--- config.mk ---
export PLATFORM = sky130hd
export DESIGN_NAME = mips_mc_control
export DESIGN_NICKNAME = d
export VERILOG_FILES = /design/src/rtl/mips_pkg.sv /design/src/rtl/mips_mc_outdec.sv /design/src/rtl/mips_mc_control.sv
export SDC_FILE = /design/constraint.sdc
export NUM_CORES = 1
export LEC_CHECK = 0
export ABC_AREA = 1
export CAP_MARGIN = 30
export CORE_ASPECT_RATIO = 2
export CORE_MARGIN = 2
export CORE_UTILIZATION = 42
export DETAILED_ROUTE_END_ITERATION = 10
export GPL_TIMING_DRIVEN = 1
export PLACE_DENSITY_LB_ADDON = 0.05
export SETUP_SLACK_MARGIN = 0.4
export SYNTH_ARGS = -nofsm -noshare
export SYNTH_HDL_FRONTEND = slang
export SYNTH_SLANG_ARGS = --single-unit
--- constraint.sdc ---
create_clock -name clk -period 1.6 [get_ports clk]
set_input_delay 0.32 -clock clk [delete_from_list [all_inputs] [get_ports clk]]
set_output_delay 0.32 -clock clk [all_outputs]
set_load 0.005 [all_outputs]
--- src/rtl/mips_pkg.sv ---
// Shared definitions for the MIPS multicycle controller.
//   state_t     : 4-bit FSM state encoding (also exposed on the debug port)
//   OP_*        : supported primary opcodes (instruction bits [31:26])
//   ALU_*       : alu_op encodings
//   SRCB_*      : alu_src_b encodings
//   PCSRC_*     : pc_source encodings
//   FAULT_*     : sticky fault codes
package mips_pkg;

    typedef enum logic [3:0] {
        S_FETCH     = 4'd0,
        S_DECODE    = 4'd1,
        S_MEM_ADDR  = 4'd2,
        S_MEM_READ  = 4'd3,
        S_MEM_WB    = 4'd4,
        S_MEM_WRITE = 4'd5,
        S_EXEC      = 4'd6,
        S_ALU_WB    = 4'd7,
        S_BRANCH    = 4'd8,
        S_JUMP      = 4'd9,
        S_I_EXEC    = 4'd10,
        S_I_WB      = 4'd11,
        S_ILLEGAL   = 4'd12
    } state_t;

    localparam logic [5:0] OP_RTYPE = 6'b000000;
    localparam logic [5:0] OP_LW    = 6'b100011;
    localparam logic [5:0] OP_SW    = 6'b101011;
    localparam logic [5:0] OP_BEQ   = 6'b000100;
    localparam logic [5:0] OP_J     = 6'b000010;
    localparam logic [5:0] OP_ADDI  = 6'b001000;

    localparam logic [1:0] ALU_ADD   = 2'b00;
    localparam logic [1:0] ALU_SUB   = 2'b01;
    localparam logic [1:0] ALU_FUNCT = 2'b10;

    localparam logic [1:0] SRCB_REG     = 2'b00;
    localparam logic [1:0] SRCB_FOUR    = 2'b01;
    localparam logic [1:0] SRCB_IMM     = 2'b10;
    localparam logic [1:0] SRCB_IMM_SH2 = 2'b11;

    localparam logic [1:0] PCSRC_ALU    = 2'b00;
    localparam logic [1:0] PCSRC_ALUOUT = 2'b01;
    localparam logic [1:0] PCSRC_JUMP   = 2'b10;

    localparam logic [1:0] FAULT_NONE        = 2'b00;
    localparam logic [1:0] FAULT_ILLEGAL_OP  = 2'b01;
    localparam logic [1:0] FAULT_MEM_TIMEOUT = 2'b10;

endpackage

--- src/rtl/mips_mc_outdec.sv ---
// Combinational control-output decode for the multicycle MIPS controller.
// Ports:
//   state     in  4 : registered FSM state
//   mem_ready in  1 : memory handshake (only used to qualify the FETCH strobes)
//   enable    in  1 : 0 forces every output low (driven by the active-low reset)
//   remaining ports : datapath strobes and mux selects
module mips_mc_outdec
    import mips_pkg::*;
(
    input  logic [3:0] state,
    input  logic       mem_ready,
    input  logic       enable,
    output logic       mem_req,
    output logic       mem_write,
    output logic       i_or_d,
    output logic       ir_write,
    output logic       pc_write,
    output logic       pc_write_cond,
    output logic [1:0] pc_source,
    output logic [1:0] alu_op,
    output logic       alu_src_a,
    output logic [1:0] alu_src_b,
    output logic       reg_write,
    output logic       reg_dst,
    output logic       mem_to_reg
);

    always_comb begin
        mem_req       = 1'b0;
        mem_write     = 1'b0;
        i_or_d        = 1'b0;
        ir_write      = 1'b0;
        pc_write      = 1'b0;
        pc_write_cond = 1'b0;
        pc_source     = PCSRC_ALU;
        alu_op        = ALU_ADD;
        alu_src_a     = 1'b0;
        alu_src_b     = SRCB_REG;
        reg_write     = 1'b0;
        reg_dst       = 1'b0;
        mem_to_reg    = 1'b0;
        // Gating here keeps the reset-state FETCH decode from requesting memory.
        if (enable) begin
            case (state_t'(state))
                S_FETCH: begin
                    mem_req   = 1'b1;
                    alu_src_b = SRCB_FOUR;
                    // IR and PC load only on the cycle the fetch completes.
                    ir_write  = mem_ready;
                    pc_write  = mem_ready;
                end
                S_DECODE: begin
                    alu_src_b = SRCB_IMM_SH2;
                end
                S_MEM_ADDR, S_I_EXEC: begin
                    alu_src_a = 1'b1;
                    alu_src_b = SRCB_IMM;
                end
                S_MEM_READ: begin
                    mem_req = 1'b1;
                    i_or_d  = 1'b1;
                end
                S_MEM_WB: begin
                    reg_write  = 1'b1;
                    mem_to_reg = 1'b1;
                end
                S_MEM_WRITE: begin
                    mem_req   = 1'b1;
                    mem_write = 1'b1;
                    i_or_d    = 1'b1;
                end
                S_EXEC: begin
                    alu_src_a = 1'b1;
                    alu_op    = ALU_FUNCT;
                end
                S_ALU_WB: begin
                    reg_write = 1'b1;
                    reg_dst   = 1'b1;
                end
                S_BRANCH: begin
                    alu_src_a     = 1'b1;
                    alu_op        = ALU_SUB;
                    pc_write_cond = 1'b1;
                    pc_source     = PCSRC_ALUOUT;
                end
                S_JUMP: begin
                    pc_write  = 1'b1;
                    pc_source = PCSRC_JUMP;
                end
                S_I_WB: begin
                    reg_write = 1'b1;
                end
                default: ;
            endcase
        end
    end

endmodule

--- src/rtl/mips_mc_control.sv ---
// Multicycle sequencing controller for a shared-ALU, unified-memory MIPS
// datapath. Holds the state register, next-state logic, memory wait counter
// and sticky fault register; output decode lives in mips_mc_outdec.
// Ports:
//   clk, rst (async active-low), op (instr[31:26]), mem_ready
//   mem_req, mem_write, i_or_d, ir_write, pc_write, pc_write_cond,
//   pc_source, alu_op, alu_src_a, alu_src_b, reg_write, reg_dst,
//   mem_to_reg : control outputs
//   fault : sticky fault code, state : current FSM state (debug)
module mips_mc_control
    import mips_pkg::*;
#(
    parameter int TIMEOUT = 16
) (
    input  logic       clk,
    input  logic       rst,
    input  logic [5:0] op,
    input  logic       mem_ready,
    output logic       mem_req,
    output logic       mem_write,
    output logic       i_or_d,
    output logic       ir_write,
    output logic       pc_write,
    output logic       pc_write_cond,
    output logic [1:0] pc_source,
    output logic [1:0] alu_op,
    output logic       alu_src_a,
    output logic [1:0] alu_src_b,
    output logic       reg_write,
    output logic       reg_dst,
    output logic       mem_to_reg,
    output logic [1:0] fault,
    output logic [3:0] state
);

    // Wide enough to hold TIMEOUT with headroom for saturation.
    localparam int              CNT_W     = $clog2(TIMEOUT + 2);
    localparam logic [CNT_W-1:0] TIMEOUT_C = CNT_W'(TIMEOUT);

    state_t           cur;
    state_t           nxt;
    logic [1:0]       fault_code;
    logic             is_store;
    logic [CNT_W-1:0] wait_cnt;
    logic [CNT_W-1:0] cnt_inc;
    logic             waiting;
    logic             timeout_hit;

    assign state   = cur;
    assign waiting = mem_req && !mem_ready;
    assign cnt_inc = (wait_cnt == {CNT_W{1'b1}}) ? wait_cnt : wait_cnt + 1'b1;
    // Fires on the wait cycle that brings the count to TIMEOUT; a ready
    // in the same cycle clears waiting, so completion wins.
    assign timeout_hit = (TIMEOUT != 0) && waiting && (cnt_inc >= TIMEOUT_C);

    always_comb begin
        nxt        = cur;
        fault_code = FAULT_NONE;
        case (cur)
            S_FETCH:     if (mem_ready) nxt = S_DECODE;
            S_DECODE: begin
                case (op)
                    OP_LW, OP_SW: nxt = S_MEM_ADDR;
                    OP_RTYPE:     nxt = S_EXEC;
                    OP_BEQ:       nxt = S_BRANCH;
                    OP_J:         nxt = S_JUMP;
                    OP_ADDI:      nxt = S_I_EXEC;
                    default: begin
                        nxt        = S_ILLEGAL;
                        fault_code = FAULT_ILLEGAL_OP;
                    end
                endcase
            end
            S_MEM_ADDR:  nxt = is_store ? S_MEM_WRITE : S_MEM_READ;
            S_MEM_READ:  if (mem_ready) nxt = S_MEM_WB;
            S_MEM_WRITE: if (mem_ready) nxt = S_FETCH;
            S_EXEC:      nxt = S_ALU_WB;
            S_I_EXEC:    nxt = S_I_WB;
            S_MEM_WB, S_ALU_WB, S_BRANCH, S_JUMP, S_I_WB: nxt = S_FETCH;
            S_ILLEGAL:   nxt = S_ILLEGAL;
            default:     nxt = S_FETCH;
        endcase
        if (timeout_hit) begin
            nxt        = S_ILLEGAL;
            fault_code = FAULT_MEM_TIMEOUT;
        end
    end

    always_ff @(posedge clk or negedge rst) begin
        if (!rst) begin
            cur      <= S_FETCH;
            fault    <= FAULT_NONE;
            wait_cnt <= '0;
            is_store <= 1'b0;
        end else begin
            cur <= nxt;
            if (nxt == S_ILLEGAL && cur != S_ILLEGAL) begin
                fault <= fault_code;
            end
            // Any state change clears the counter, which covers entry into
            // every memory state.
            if (nxt != cur) begin
                wait_cnt <= '0;
            end else if (waiting) begin
                wait_cnt <= cnt_inc;
            end
            // op is only valid in DECODE; remember load vs store for MEM_ADDR.
            if (cur == S_DECODE) begin
                is_store <= (op == OP_SW);
            end
        end
    end

    mips_mc_outdec u_outdec (
        .state         (cur),
        .mem_ready     (mem_ready),
        .enable        (rst),
        .mem_req       (mem_req),
        .mem_write     (mem_write),
        .i_or_d        (i_or_d),
        .ir_write      (ir_write),
        .pc_write      (pc_write),
        .pc_write_cond (pc_write_cond),
        .pc_source     (pc_source),
        .alu_op        (alu_op),
        .alu_src_a     (alu_src_a),
        .alu_src_b     (alu_src_b),
        .reg_write     (reg_write),
        .reg_dst       (reg_dst),
        .mem_to_reg    (mem_to_reg)
    );

endmodule

==> results.cfg, run 1 <==
[die]
die_y_um = 76.2
io_pins = 31
rows = 26
die_w_um = 40.1
initial_core_util_pct = 43.7

[cts]
cts-buffers-inserted = 3
root_buffer = clkbuf_8
cts.sinks = 12
max-clock-path-buffers = 2
cts_hold_repair.buffers = 0
htree_levels = 1

[synthesis]
synth_cells = 169
ys_ff_latch = 12
syn-num-nets = 179
synth_warnings = 0
ys_types = 27
yosysSeqAreaShare_pct = 27.4
synth_area_per_cell_um2 = 6.48
netlist_area_mm2 = 0.00109

[placement]
port_buffers = 30
post-place-ws_ns = -0.512
dp_hpwl_um = 2760
gpl.final_weighted_congestion = 0.932

[sta]
worst_path_end_type = register data pin
worst_endpoint = wait_cnt[1]$_DFFE_PN0P_/D

[global_route]
grt_max_degree = 15
grt_antenna_before_repair = 0

[run_status]
error = [ERROR DPL-0033] detailed placement checks failed during check placement.
status = aborted with a tool error
haltStage = 5_1_grt
-- logic make-up after synthesis --
group,count (synthesis),share of synthesized area (%)
compound gates,11,6.97
xor+xnor,1,0.800
fa+ha+maj,1,1.14
buf+inv,28,10.3
flops,12,27.4
simple gates,116,53.4
-- synthesized netlist by cell type --
cell	n	share of area, %
nand2_1	47	16
nor2_2	2	1.1
nand2_2	4	2.3
inv_2	3	1.0
or2_2	1	0.57
o41ai_1	1	0.80
a21oi_1	6	2.7
a31oi_4	1	1.9
a31oi_1	1	0.57
xor2_1	1	0.80
nand4_1	4	2.3
nand3_1	18	8.2
ha_1	1	1.1
o21ai_0	2	0.91
nand3_2	2	1.8
buf_4	2	1.4
nor3_1	8	3.7
nand4_4	1	1.9
nand3_4	1	1.6
nor2_4	3	3.1
dfrtp_1	12	27
nand2_4	2	2.1
nor3b_1	1	0.69
nand3b_1	1	0.69
inv_1	22	7.5
clkbuf_1	1	0.34
nor2_1	21	7.2
-- through the flow --
step	setup TNS [ns]	hold slack, ns	utilization (%)	std cells	area, um2
4_1_cts	-3.37	0.337	86.6	298	2170
3_5_place_dp	-9.92	0.469	71.7	269	1800
3_3_place_gp	-8.92	0.458	71.7	269	1800
2_1_floorplan	0	0.0244	-	169	1140
-- timing repair --
| item | 4_1_cts |
|---|---|
| setup endpoints to repair | 34 |
| buffers inserted | 24 |
| gates cloned | 1 |
| gates resized for setup | 110 |
| pin swaps | 23 |
==> inputs of run 2 (changes only) <==
Settings changed: CORE_ASPECT_RATIO 2 to unset, CORE_UTILIZATION 42 to 27, PLACE_DENSITY_LB_ADDON 0.05 to 0.15, SETUP_SLACK_MARGIN 0.4 to unset.
Clock period 1.6 ns to 2.1 ns, I/O delays scaled along.
==> results.cfg, run 2 <==
[synthesis]
yosysTopAreaCell = dfrtp_1
netlist_area_mm2 = 0.00109
ys_ff_latch = 12
yosysMostFrequentCell = nand2_1
yosysSeqAreaShare_pct = 27.4
synth-edff-count = 0
ys_types = 27
synth_top_area_share_pct = 27.4
synth_area_per_cell_um2 = 6.48
syn-num-nets = 179
synthTopCellsByArea = dfrtp_1 (27%), nand2_1 (16%), nand3_1 (8.2%)
synth_warnings = 0
synth_top_flop_cell = dfrtp_1
yosys-top-cells-count = nand2_1 (47), inv_1 (22), nor2_1 (21)
synth-async-reset-ratio_pct = 100
synth_cells = 169

[cells_and_area]
layout_common_cells = nand2_1 (47), buf_4 (25), inv_1 (20)
nFillCells = 400
layout_commonest_cell = nand2_1
area_growth_pct = 61.9
final_layout_size_suffix_gt1_share_pct = 28.2
largest_register_ffs = 5
post-route-util_pct = 45.0
finalNetCount = 238
regMostFlops = wait_cnt
fin_area_mm2 = 0.00177
antenna_cells = 0

[die]
core_area_mm2 = 0.00394
die_y_um = 67.7
rows = 23
io_pins = 31
die-area_mm2 = 0.00458
die_w_um = 67.7
initial_core_util_pct = 27.8

[placement]
port_buffers = 30
dp_hpwl_um = 2560
post-place-ws_ns = -0.253
gpl.final_weighted_congestion = 0.841
placed_cell_area_mm2 = 0.00159

[setup_path]
cpPeakStageDelay_ns = 0.45
cp_cell_sequence = buf_4, buf_4, nand2_1, inv_2, nand2_4, a21oi_1, dlygate4sd2_1
critPathArrivalTime_ns = 1.60
path_class = reg -> out
start_kind = flip-flop
crit_path_end_kind = output pin
cp_common_cell = buf_4
crit_slowest_cell = dfrtp_2
cp_top_family = buffers and inverters
required_ns = 1.68
worst-path-buf-inv = 4
path_max_fanout = 4

[worst_hold_path]
min_path_type = in -> async

[detailed_routing]
ant_nets = 0
vias = 1291
drtIter0Drc = 71
wl_um = 3420
drc = 0
avgViaCountPerCell = 4.66
drt_pass1_iterations = 4
wl_per_cell_um = 12.4

[cts]
root_buffer = clkbuf_8
cts-buffers-inserted = 3
max-clock-path-buffers = 2
cts.sinks = 12
htree_levels = 1
cts_tree = yes
worstSkewPairLatency_ns = 0.24
path_clk_slew_ns = 0.05

[sta]
slew_headroom_pct = 79.7
setup_viol = 0
drv_slew = 0
period_share_pct = 96.2
skew_ns = 0.00336
worst_pin_slew_ns = 0.300
period_minus_slack_ns = 2.02
setup_ws_ns = 0.0806
hold_viol = 0
max_freq_mhz = 495

[pwr]
peakVddDrop_mv = 0.604
power_density_mw_per_mm2 = 1090
p_leak_nw = 1.06

[flow_run]
drv_cap = 0

[run_status]
status = complete, no violations

[global_route]
grt_pass1_wl_um = 5580
grt_antenna_before_repair = 0
grt_max_degree = 14
grt_overflow = 0
grt_usage_pct = 16.0
first_global_vias = 1214
[run 2: worst paths after layout]
kind | slack [ns] | end | cells past startpoint | from
worst max-delay path | 0.08 | i_or_d | 7 | state[1]$_DFF_PN0_
worst min-delay path | 0.46 | fault[0]$_DFFE_PN0P_ | 3 | rst
worst max register to register | 0.17 | wait_cnt[3]$_DFFE_PN0P_ | 11 | state[3]$_DFF_PN0_
worst min register to register | 0.48 | fault[1]$_DFFE_PN0P_ | 2 | fault[1]$_DFFE_PN0P_
max in group asynchronous | 1.46 | state[2]$_DFF_PN0_ | 3 | rst
min in group clk | 0.48 | fault[1]$_DFFE_PN0P_ | 2 | fault[1]$_DFFE_PN0P_
[run 2: worst register-to-register path: cells and delay by family (launching register included)]
| kind | cells | cell delay [ns] |
|---|---|---|
| buf+inv | 2 | 0.28 |
| flops | 1 | 0.48 |
| simple gates | 9 | 1.08 |
[run 2: through the flow]
step	hold slack (ns)	power, mW	TNS (ns)	std cells
detailed placement	0.463	1.54	-2.81	264
finish	0.463	1.93	0	277
global route	0.475	2.11	-0.0163	277
global placement	0.463	1.54	-2.85	264
floorplan	0.124	0.985	0	169
CTS	0.430	1.90	-0.104	277
[run 2: cell families (layout without fill, tap and decap cells)]
group / Yosys count / in the layout / synth area share [%]
DFF: 12 / 12 / 27.4
AOI/OAI and AO/OA: 11 / 11 / 6.97
adders and majority gates: 1 / 1 / 1.14
xor gates and xnor gates: 1 / 1 / 0.800
and+or+nand+nor: 116 / 116 / 53.4
buffers and inverters: 28 / 86 / 10.3
[run 2: power by group]
group	internal, mW	total [mW]	switching, mW
sequential	0.283	0.371	0.0882
combinational	0.634	1.32	0.682
clock	0.165	0.245	0.0799
[run 2: layout make-up]
class                   count  area [um2]  share of cell area, %
multi-input cells         129         718                   40.5
repair buffers             56         524                   29.6
flip-flops and latches     12         305                   17.2
inverters                  25         100                   5.65
well taps                  50        62.6                   3.53
clock buffers               4        55.1                   3.11
repair inverters            1        7.51                  0.423
[run 2: what timing repair did]
item,in CTS,in global routing
setup endpoints to repair,16,14
pin swaps,2,0
hold buffers,0,0
buffers inserted,8,0
gates resized for setup,20,17
gates cloned,1,0
[run 2: layer usage]
layer	track usage (%)	vias to the layer above	wire length, um
met5	0	-	0
met4	5.61	0	19
met3	2.17	4	204
met2	26.2	44	1620
met1	21.4	582	1580
li1	-	661	-
(Power assumes the default switching activity.)
